==> config.mk <==
export PLATFORM = sky130hd
export DESIGN_NAME = load_store_unit
export DESIGN_NICKNAME = d
export VERILOG_FILES = /design/src/rtl/load_store_unit.sv
export SDC_FILE = /design/constraint.sdc
export NUM_CORES = 1
export LEC_CHECK = 0
export ABC_AREA = 1
export CORE_MARGIN = 5
export CORE_UTILIZATION = 28
export CTS_CLUSTER_SIZE = 14
export DETAILED_ROUTE_END_ITERATION = 7
export HOLD_SLACK_MARGIN = 0.15
export MAX_ROUTING_LAYER = met4
export PLACE_DENSITY = 0.58
export SYNTH_ARGS = -nofsm -noshare
export SYNTH_HDL_FRONTEND = slang
export SYNTH_SLANG_ARGS = --single-unit
export TNS_END_PERCENT = 5
==> constraint.sdc <==
create_clock -name clk -period 2.3 [get_ports clk]
set_input_delay 0.46 -clock clk [delete_from_list [all_inputs] [get_ports clk]]
set_output_delay 0.46 -clock clk [all_outputs]
set_load 0.03 [all_outputs]
==> src/rtl/load_store_unit.sv <==
// RV32I load/store unit: sequences single-port data memory accesses, performing
// load extension and halfword-store read-modify-write, with a per-phase timeout.
module load_store_unit #(
    parameter int DATA_WIDTH = 32,
    parameter int ADDR_WIDTH = 32,
    parameter int TIMEOUT    = 16
) (
    input  logic                  clk,
    input  logic                  rst_n,
    input  logic                  req_valid,
    output logic                  req_ready,
    input  logic                  req_we,
    input  logic [2:0]            req_funct3,
    input  logic [ADDR_WIDTH-1:0] req_addr,
    input  logic [DATA_WIDTH-1:0] req_wdata,
    output logic                  resp_valid,
    output logic [DATA_WIDTH-1:0] resp_rdata,
    output logic                  resp_err,
    output logic                  busy,
    output logic [ADDR_WIDTH-1:0] mem_addr,
    output logic                  mem_we,
    output logic [2:0]            mem_ctrl,
    output logic                  mem_read,
    output logic [DATA_WIDTH-1:0] mem_wd,
    input  logic [DATA_WIDTH-1:0] mem_rd,
    input  logic                  mem_ready
);
    localparam int CW = ($clog2(TIMEOUT) > 8) ? $clog2(TIMEOUT) : 8;
    localparam logic [CW-1:0] CNT_LAST = CW'(TIMEOUT - 1);

    typedef enum logic [2:0] {IDLE, RD, WR, RMW_RD, RMW_WR, RESP} state_t;

    state_t                state_q, state_d;
    logic [CW-1:0]         cnt_q, cnt_d;
    logic                  err_q, err_d;
    logic [2:0]            funct3_q;
    logic [ADDR_WIDTH-1:0] addr_q;
    logic [DATA_WIDTH-1:0] wdata_q;
    logic [DATA_WIDTH-1:0] rdata_q;
    logic [DATA_WIDTH-1:0] load_data;
    logic                  accept;
    logic                  illegal;

    assign accept = (state_q == IDLE) && req_valid;

    always_comb begin
        if (req_we) illegal = req_funct3[2] | (req_funct3[1] & req_funct3[0]);
        else        illegal = (req_funct3 == 3'b011) || (req_funct3[2:1] == 2'b11);
    end

    always_comb begin
        case (funct3_q)
            3'b000:  load_data = {{(DATA_WIDTH-8){mem_rd[7]}}, mem_rd[7:0]};
            3'b100:  load_data = {{(DATA_WIDTH-8){1'b0}}, mem_rd[7:0]};
            3'b001:  load_data = {{(DATA_WIDTH-16){mem_rd[15]}}, mem_rd[15:0]};
            3'b101:  load_data = {{(DATA_WIDTH-16){1'b0}}, mem_rd[15:0]};
            default: load_data = mem_rd;
        endcase
    end

    // The store halfword is overwritten in place by the merged word, so the write phase just replays wdata_q.
    always_ff @(posedge clk) begin
        if (!rst_n) begin
            state_q  <= IDLE;
            cnt_q    <= '0;
            err_q    <= 1'b0;
            funct3_q <= 3'b000;
            addr_q   <= '0;
            wdata_q  <= '0;
            rdata_q  <= '0;
        end else begin
            state_q <= state_d;
            cnt_q   <= cnt_d;
            err_q   <= err_d;
            if (accept) begin
                funct3_q <= req_funct3;
                addr_q   <= req_addr;
                wdata_q  <= req_wdata;
            end
            if (state_q == RD && mem_ready)
                rdata_q <= load_data;
            if (state_q == RMW_RD && mem_ready)
                wdata_q <= {mem_rd[DATA_WIDTH-1:16], wdata_q[15:0]};
        end
    end

    always_comb begin
        state_d = state_q;
        cnt_d   = cnt_q;
        err_d   = err_q;
        case (state_q)
            IDLE: begin
                if (req_valid) begin
                    cnt_d = '0;
                    err_d = 1'b0;
                    if (illegal) begin
                        state_d = RESP;
                        err_d   = 1'b1;
                    end else if (!req_we)                 state_d = RD;
                    else if (req_funct3 == 3'b001)        state_d = RMW_RD;
                    else                                  state_d = WR;
                end
            end
            RD, WR, RMW_RD, RMW_WR: begin
                if (mem_ready) begin
                    state_d = (state_q == RMW_RD) ? RMW_WR : RESP;
                    cnt_d   = '0;
                end else if (cnt_q == CNT_LAST) begin
                    state_d = RESP;
                    err_d   = 1'b1;
                end else begin
                    cnt_d = cnt_q + 1'b1;
                end
            end
            RESP:    state_d = IDLE;
            default: state_d = IDLE;
        endcase
    end

    always_comb begin
        req_ready  = (state_q == IDLE);
        busy       = (state_q != IDLE);
        resp_valid = (state_q == RESP);
        resp_err   = (state_q == RESP) && err_q;
        resp_rdata = rdata_q;
        mem_addr   = '0;
        mem_we     = 1'b0;
        mem_read   = 1'b0;
        mem_ctrl   = 3'b000;
        mem_wd     = '0;
        case (state_q)
            RD, RMW_RD: begin
                mem_read = 1'b1;
                mem_ctrl = 3'b010;
                mem_addr = addr_q;
            end
            WR, RMW_WR: begin
                mem_we   = 1'b1;
                mem_addr = addr_q;
                mem_wd   = wdata_q;
                mem_ctrl = (state_q == WR && funct3_q == 3'b000) ? 3'b000 : 3'b010;
            end
            default: ;
        endcase
    end
endmodule
**After elaboration in Yosys (flattened, before gate mapping)**

Index checks and enable logic that the tools add are counted.

- Bits in registers: 111
- Bits of input ports: 104
- Output and inout port bits: 105
- Logic and storage cells: 74

- Add/sub/neg operators: 1
- Equality and inequality tests: 17
- Muxes and demuxes: 27
- Bitwise logic cells: 3
- Reductions and logical operators: 18

Operators with widths:

| kind | number |
|---|---|
| 2-to-1 mux 32 bit | 4 |
| case mux 32 bit (4 select lines) | 1 |
| 2-to-1 mux 8 bit | 3 |
| case mux 8 bit (2 select lines) | 1 |
| == test 3 bit, second input constant | 4 |
| 2-to-1 mux 3 bit | 4 |
| == test 3 x 1 -> 1 bit, second input constant | 3 |
| == test 3 x 2 -> 1 bit, second input constant | 3 |
| 2-to-1 mux 1 bit | 9 |
| adder 8 x 1 -> 8 bit, second input constant | 1 |
| == test 8 x 4 -> 1 bit, second input constant | 1 |
| zero test 3 bit | 2 |
| case mux 3 bit (2 select lines) | 1 |
| logical AND 1 bit | 5 |
| 2-to-1 mux 2 bit | 2 |
| inequality test 2 bit, second input constant | 2 |
| case mux 2 bit (2 select lines) | 1 |
| AND reduction 2 bit | 2 |
| AND reduction 4 bit | 1 |
| nonzero test 2 bit | 2 |
| OR reduction 2 bit | 2 |
| OR reduction 4 bit | 1 |
| inequality test 3 x 1 -> 1 bit, second input constant | 1 |
| inequality test 3 bit, second input constant | 1 |
| other kinds (9) | 9 |

**Longest topological paths before layout**

- Word-level depth: 6
- Depth in mapped cells: 9
- Mapped depth without buffers: 9

**Worst setup path after synthesis**

No wires, ideal clock.

- Kind: flip-flop to output port
- Start point: reg state_q[0]
- End point: out mem_wd[10]
- Data arrival time: 1618 ps
- Data required time: 1840 ps
- Path slack: 222 ps
- Stages on the path, launching flop included: 7
- Path buffers: 1
- Cells stage by stage: dfxtp_1 -> nor2_4 -> nand2_1 -> nand2_1 -> inv_1 -> buf_2 -> nor2_1

- Longest elaborated chain between the ends: 3
- Elaborated cells on any way between the ends: 4
- Classes of those cells: eq/ne: 2; mux: 1; reduce/logical: 1

Ends and longest elaborated chain:

| item | RTL line | text |
|---|---|---|
| start, declared | 33 | `state_t state_q, state_d;` |
| start signal, assigned | 72 | `state_q <= state_d;` |
| == test 3 x 2 -> 1 bit / == test 3 bit (equally long branches) | 131 | `case (state_q)` |
| OR reduction 2 bit * | -- |  |
| 2-to-1 mux 32 bit * | 131 |  |
| end, declared | 24 | `output logic [DATA_WIDTH-1:0] mem_wd,` |

Mark *: on every way between the ends. The rest lies on a longest branch, timed or not.

**Worst setup path in the final report**

- Start point: reg state_q[0]
- End point: out mem_wd[20]

The elaborated chain is that of the path after synthesis.

==> summary.txt <==
Min path
  – Hold Crit Depth: 2
  – Worst hold path type: register to register
  – WHS Endpoint: wdata_q[5]
  – Hold_sp: wdata_q[5]

Finish
  – Filler Cell Count: 1908
  – # nets final: 1012
  – Layout cells sized above 1: 0.1414
  – Most common cell after layout, fill and taps aside: nor2_1
  – Area grow syn2layout: 47.18%
  – Inserted Diodes: 0
  – Most frequent cells in the layout: nor2_1 (137), nand2_1 (136), clkdlybuf4s50_1 (136)

Drt
  – DRT antenna net count: 0
  – Drt wl/cell: 14.60 µm
  – Final wirelength: 16660 µm
  – Via count: 5024
  – Vias/cell: 4.403
  – 1st-pass router iterations: 4
  – DRT iter0 DRCs: 197
  – DRC: 0

Clock tree
  – Worst-path clk slew: 70 ps
  – CTS sink cnt: 111
  – H-Tree Depth: 3
  – Max clock buf depth: 2
  – Clock buffers created by TritonCTS: 9
  – Root Driver: clkbuf_16
  – CTS tree: yes
  – Cts hold-fix bufs: 0
  – # Post-CTS Setup Buffers: 0
  – Clk_lat worst skew: 350 ps

Floorplanning
  – Die Y-Extent: 144.1 µm
  – Row count: 49
  – Initial Util: 0.2821
  – Full die area: 0.02076 mm²
  – Core area: 0.01784 mm²
  – Chip width: 144.1 µm
  – IO Count: 209

Timing
  – Worst Setup Slack, final: 70.87 ps
  – Relative max-transition margin: 0.4355
  – Final setup TNS: 0 ps
  – Final period util: 0.9692
  – Worst Hold Slack: 455.9 ps
  – Highest Clock Rate: 448.6 MHz
  – Clock Skew: 8.595 ps
  – RSZ-0062 raised after global routing: yes
  – Slew Viols, Final: 0
  – Fin crit period: 2229 ps
  – Final hold violation count: 0
  – Final setup violation count: 0
  – Slew of the pin with the lowest slew margin: 846.7 ps

Synth
  – Largest cells by area after synthesis: dfxtp_1 (44%), nor2_1 (10%), nand2_1 (10%)
  – Number of distinct library cells after synthesis: 32
  – Seq/Total Area, Yosys: 0.4415
  – Top cell type by total area after synthesis: dfxtp_1
  – Mapped Area: 0.005034 mm²
  – Synth Area in XOR/XNOR: 0
  – Simple-gate share of the synthesized area: 0.2583
  – Syn Area/Cell: 7.070 µm²
  – Post-synth ARST share: 0
  – Post-synth EDFFs: 0
  – Synth Flop Type: dfxtp_1
  – Mux cell area share after synthesis: 0
  – Syn Inst Count: 712
  – Largest family of logic cells by synthesized area: simple AND/OR/NAND/NOR gates
  – Yosys top cell area share: 0.4415
  – Post-synthesis compound-gate area fraction: 0.1752
  – Synth Area in Adders: 0.002486
  – Synth warn: 0
  – Yosys reg bits: 111

Worst setup path
  – Max incr delay on CP: 390 ps
  – CP endpoint kind: primary output
  – CP required: 1840 ps
  – R2R cell count: 8
  – FF-to-FF Start: state_q[0]
  – CP arrival: 1770 ps
  – Critical-path cell list: inv_1 -> nand3_1 -> nand2_1 -> inv_2 -> buf_12 -> nor2_1 -> clkdlybuf4s15_1
  – Worst reg2reg endpoint: resp_rdata[18]
  – R2R setup slack: 660 ps
  – Crit path max fanout: 16
  – Crit Path Category: register to primary output
  – Startpoint types: register
  – Crit-path slowest cell: clkdlybuf4s15_1

Placed design
  – PortBufs: 206
  – DP HPWL: 11800 µm
  – GP Congestion: 0.8254
  – Setup WS pre-CTS: 86.62 ps

Global route
  – Initial antenna violation count: 0
  – First-pass GRT wire length: 26190 µm
  – Largest net degree at the start of global routing: 87
  – Grt total ovfl: 0
  – Vias in the first global route: 4944
  – Total global routing track utilization: 0.1639

Run
  – Max Cap Violations: 0

Pwr
  – Leakage: 3.270 nW
  – Total design power: 8.692 mW
  – Worst VDD drop: 0.0004726 V
  – Power per cell area: 1173 mW/mm²

Status
  – Status: completed
-- what timing repair did --
action	CTS	global route
resized for setup	65	110
endpoints found under the hold margin	0	0
endpoints found under the setup margin	59	59
-- metrics by stage --
step,instances,utilization,instance area (µm²)
2_1_floorplan,713,-,5037
3_3_place_gp,1125,0.4143,7392
3_5_place_dp,1125,0.4143,7392
4_1_cts,1141,0.4267,7614
5_1_grt,1141,0.4152,7408
6_report,1141,0.4152,7408
-- how the worst max path moves through the flow --
stage / startpoint / to / slack, ps / cells past startpoint
floorplan: state_q[0] / mem_wd[10] / 220 / 6
global placement: state_q[2] / resp_err / 60 / 5
detailed placement: state_q[0] / mem_wd[21] / 90 / 7
CTS: state_q[0] / mem_addr[30] / 3 / 7
global route: state_q[0] / mem_wd[20] / -40 / 7
finish: state_q[0] / mem_wd[20] / 70 / 7
-- layer usage --
| layer | GRT usage | vias to the layer above | share of wire |
|---|---|---|---|
| met5 | - | - | 0 |
| met2 | 0.2504 | 129 | 0.45 |
| met1 | 0.2151 | 2255 | 0.48 |
| met4 | 0.05897 | 0 | 0.019 |
| met3 | 0.03340 | 18 | 0.056 |
| li1 | - | 2622 | - |
-- critical path: cells and delay by family (launching register included) --
kind                   cells  cell delay (ps)
DFF                        1              360
and+or+nand+nor            3              350
buffers and inverters      4              720
-- flip-flops by register name, indices dropped and copies added (netlist names) --
register	cells
wdata_q	32
resp_rdata	32
cnt_q	8
state_q	3
err_q	1
funct3_q	3
addr_q	32
-- cells by family (layout without fill, tap and decap cells) --
logic type	Yosys count	in the layout
adders and majority gates	1	1
and+or+nand+nor	312	312
DFF	111	111
AOI/OAI and AO/OA	155	155
other	1	2
buffers and inverters	132	331
-- where the power goes --
part           switching, mW  internal [mW]
clock network          0.707          0.827
logic                   2.88           1.59
registers              0.242           2.45
-- cell usage after synthesis (3+ instances only) --
master and number:
dfxtp_1 111, nand2_4 3, nand4_1 7, buf_2 8, buf_6 8, a31oi_1 16
buf_4 6, a21oi_4 6, inv_4 3, a21oi_2 4, a21oi_1 41, nand3_2 3
nand2_1 136, o21ai_0 87, clkbuf_1 17, inv_2 5, inv_1 83, nor2_1 138
nand3_1 17
-- cell type report --
class	instances	area, µm²	area share
flip-flops and latches	111	2222	0.2999
multi-input cells	470	2205	0.2976
repair buffers	224	2058	0.2778
inverters	91	349.1	0.04712
well taps	229	286.5	0.03868
clock buffers	14	274.0	0.03699
clock inverters	2	13.76	0.001858
Power figures use the tool's default switching activity.
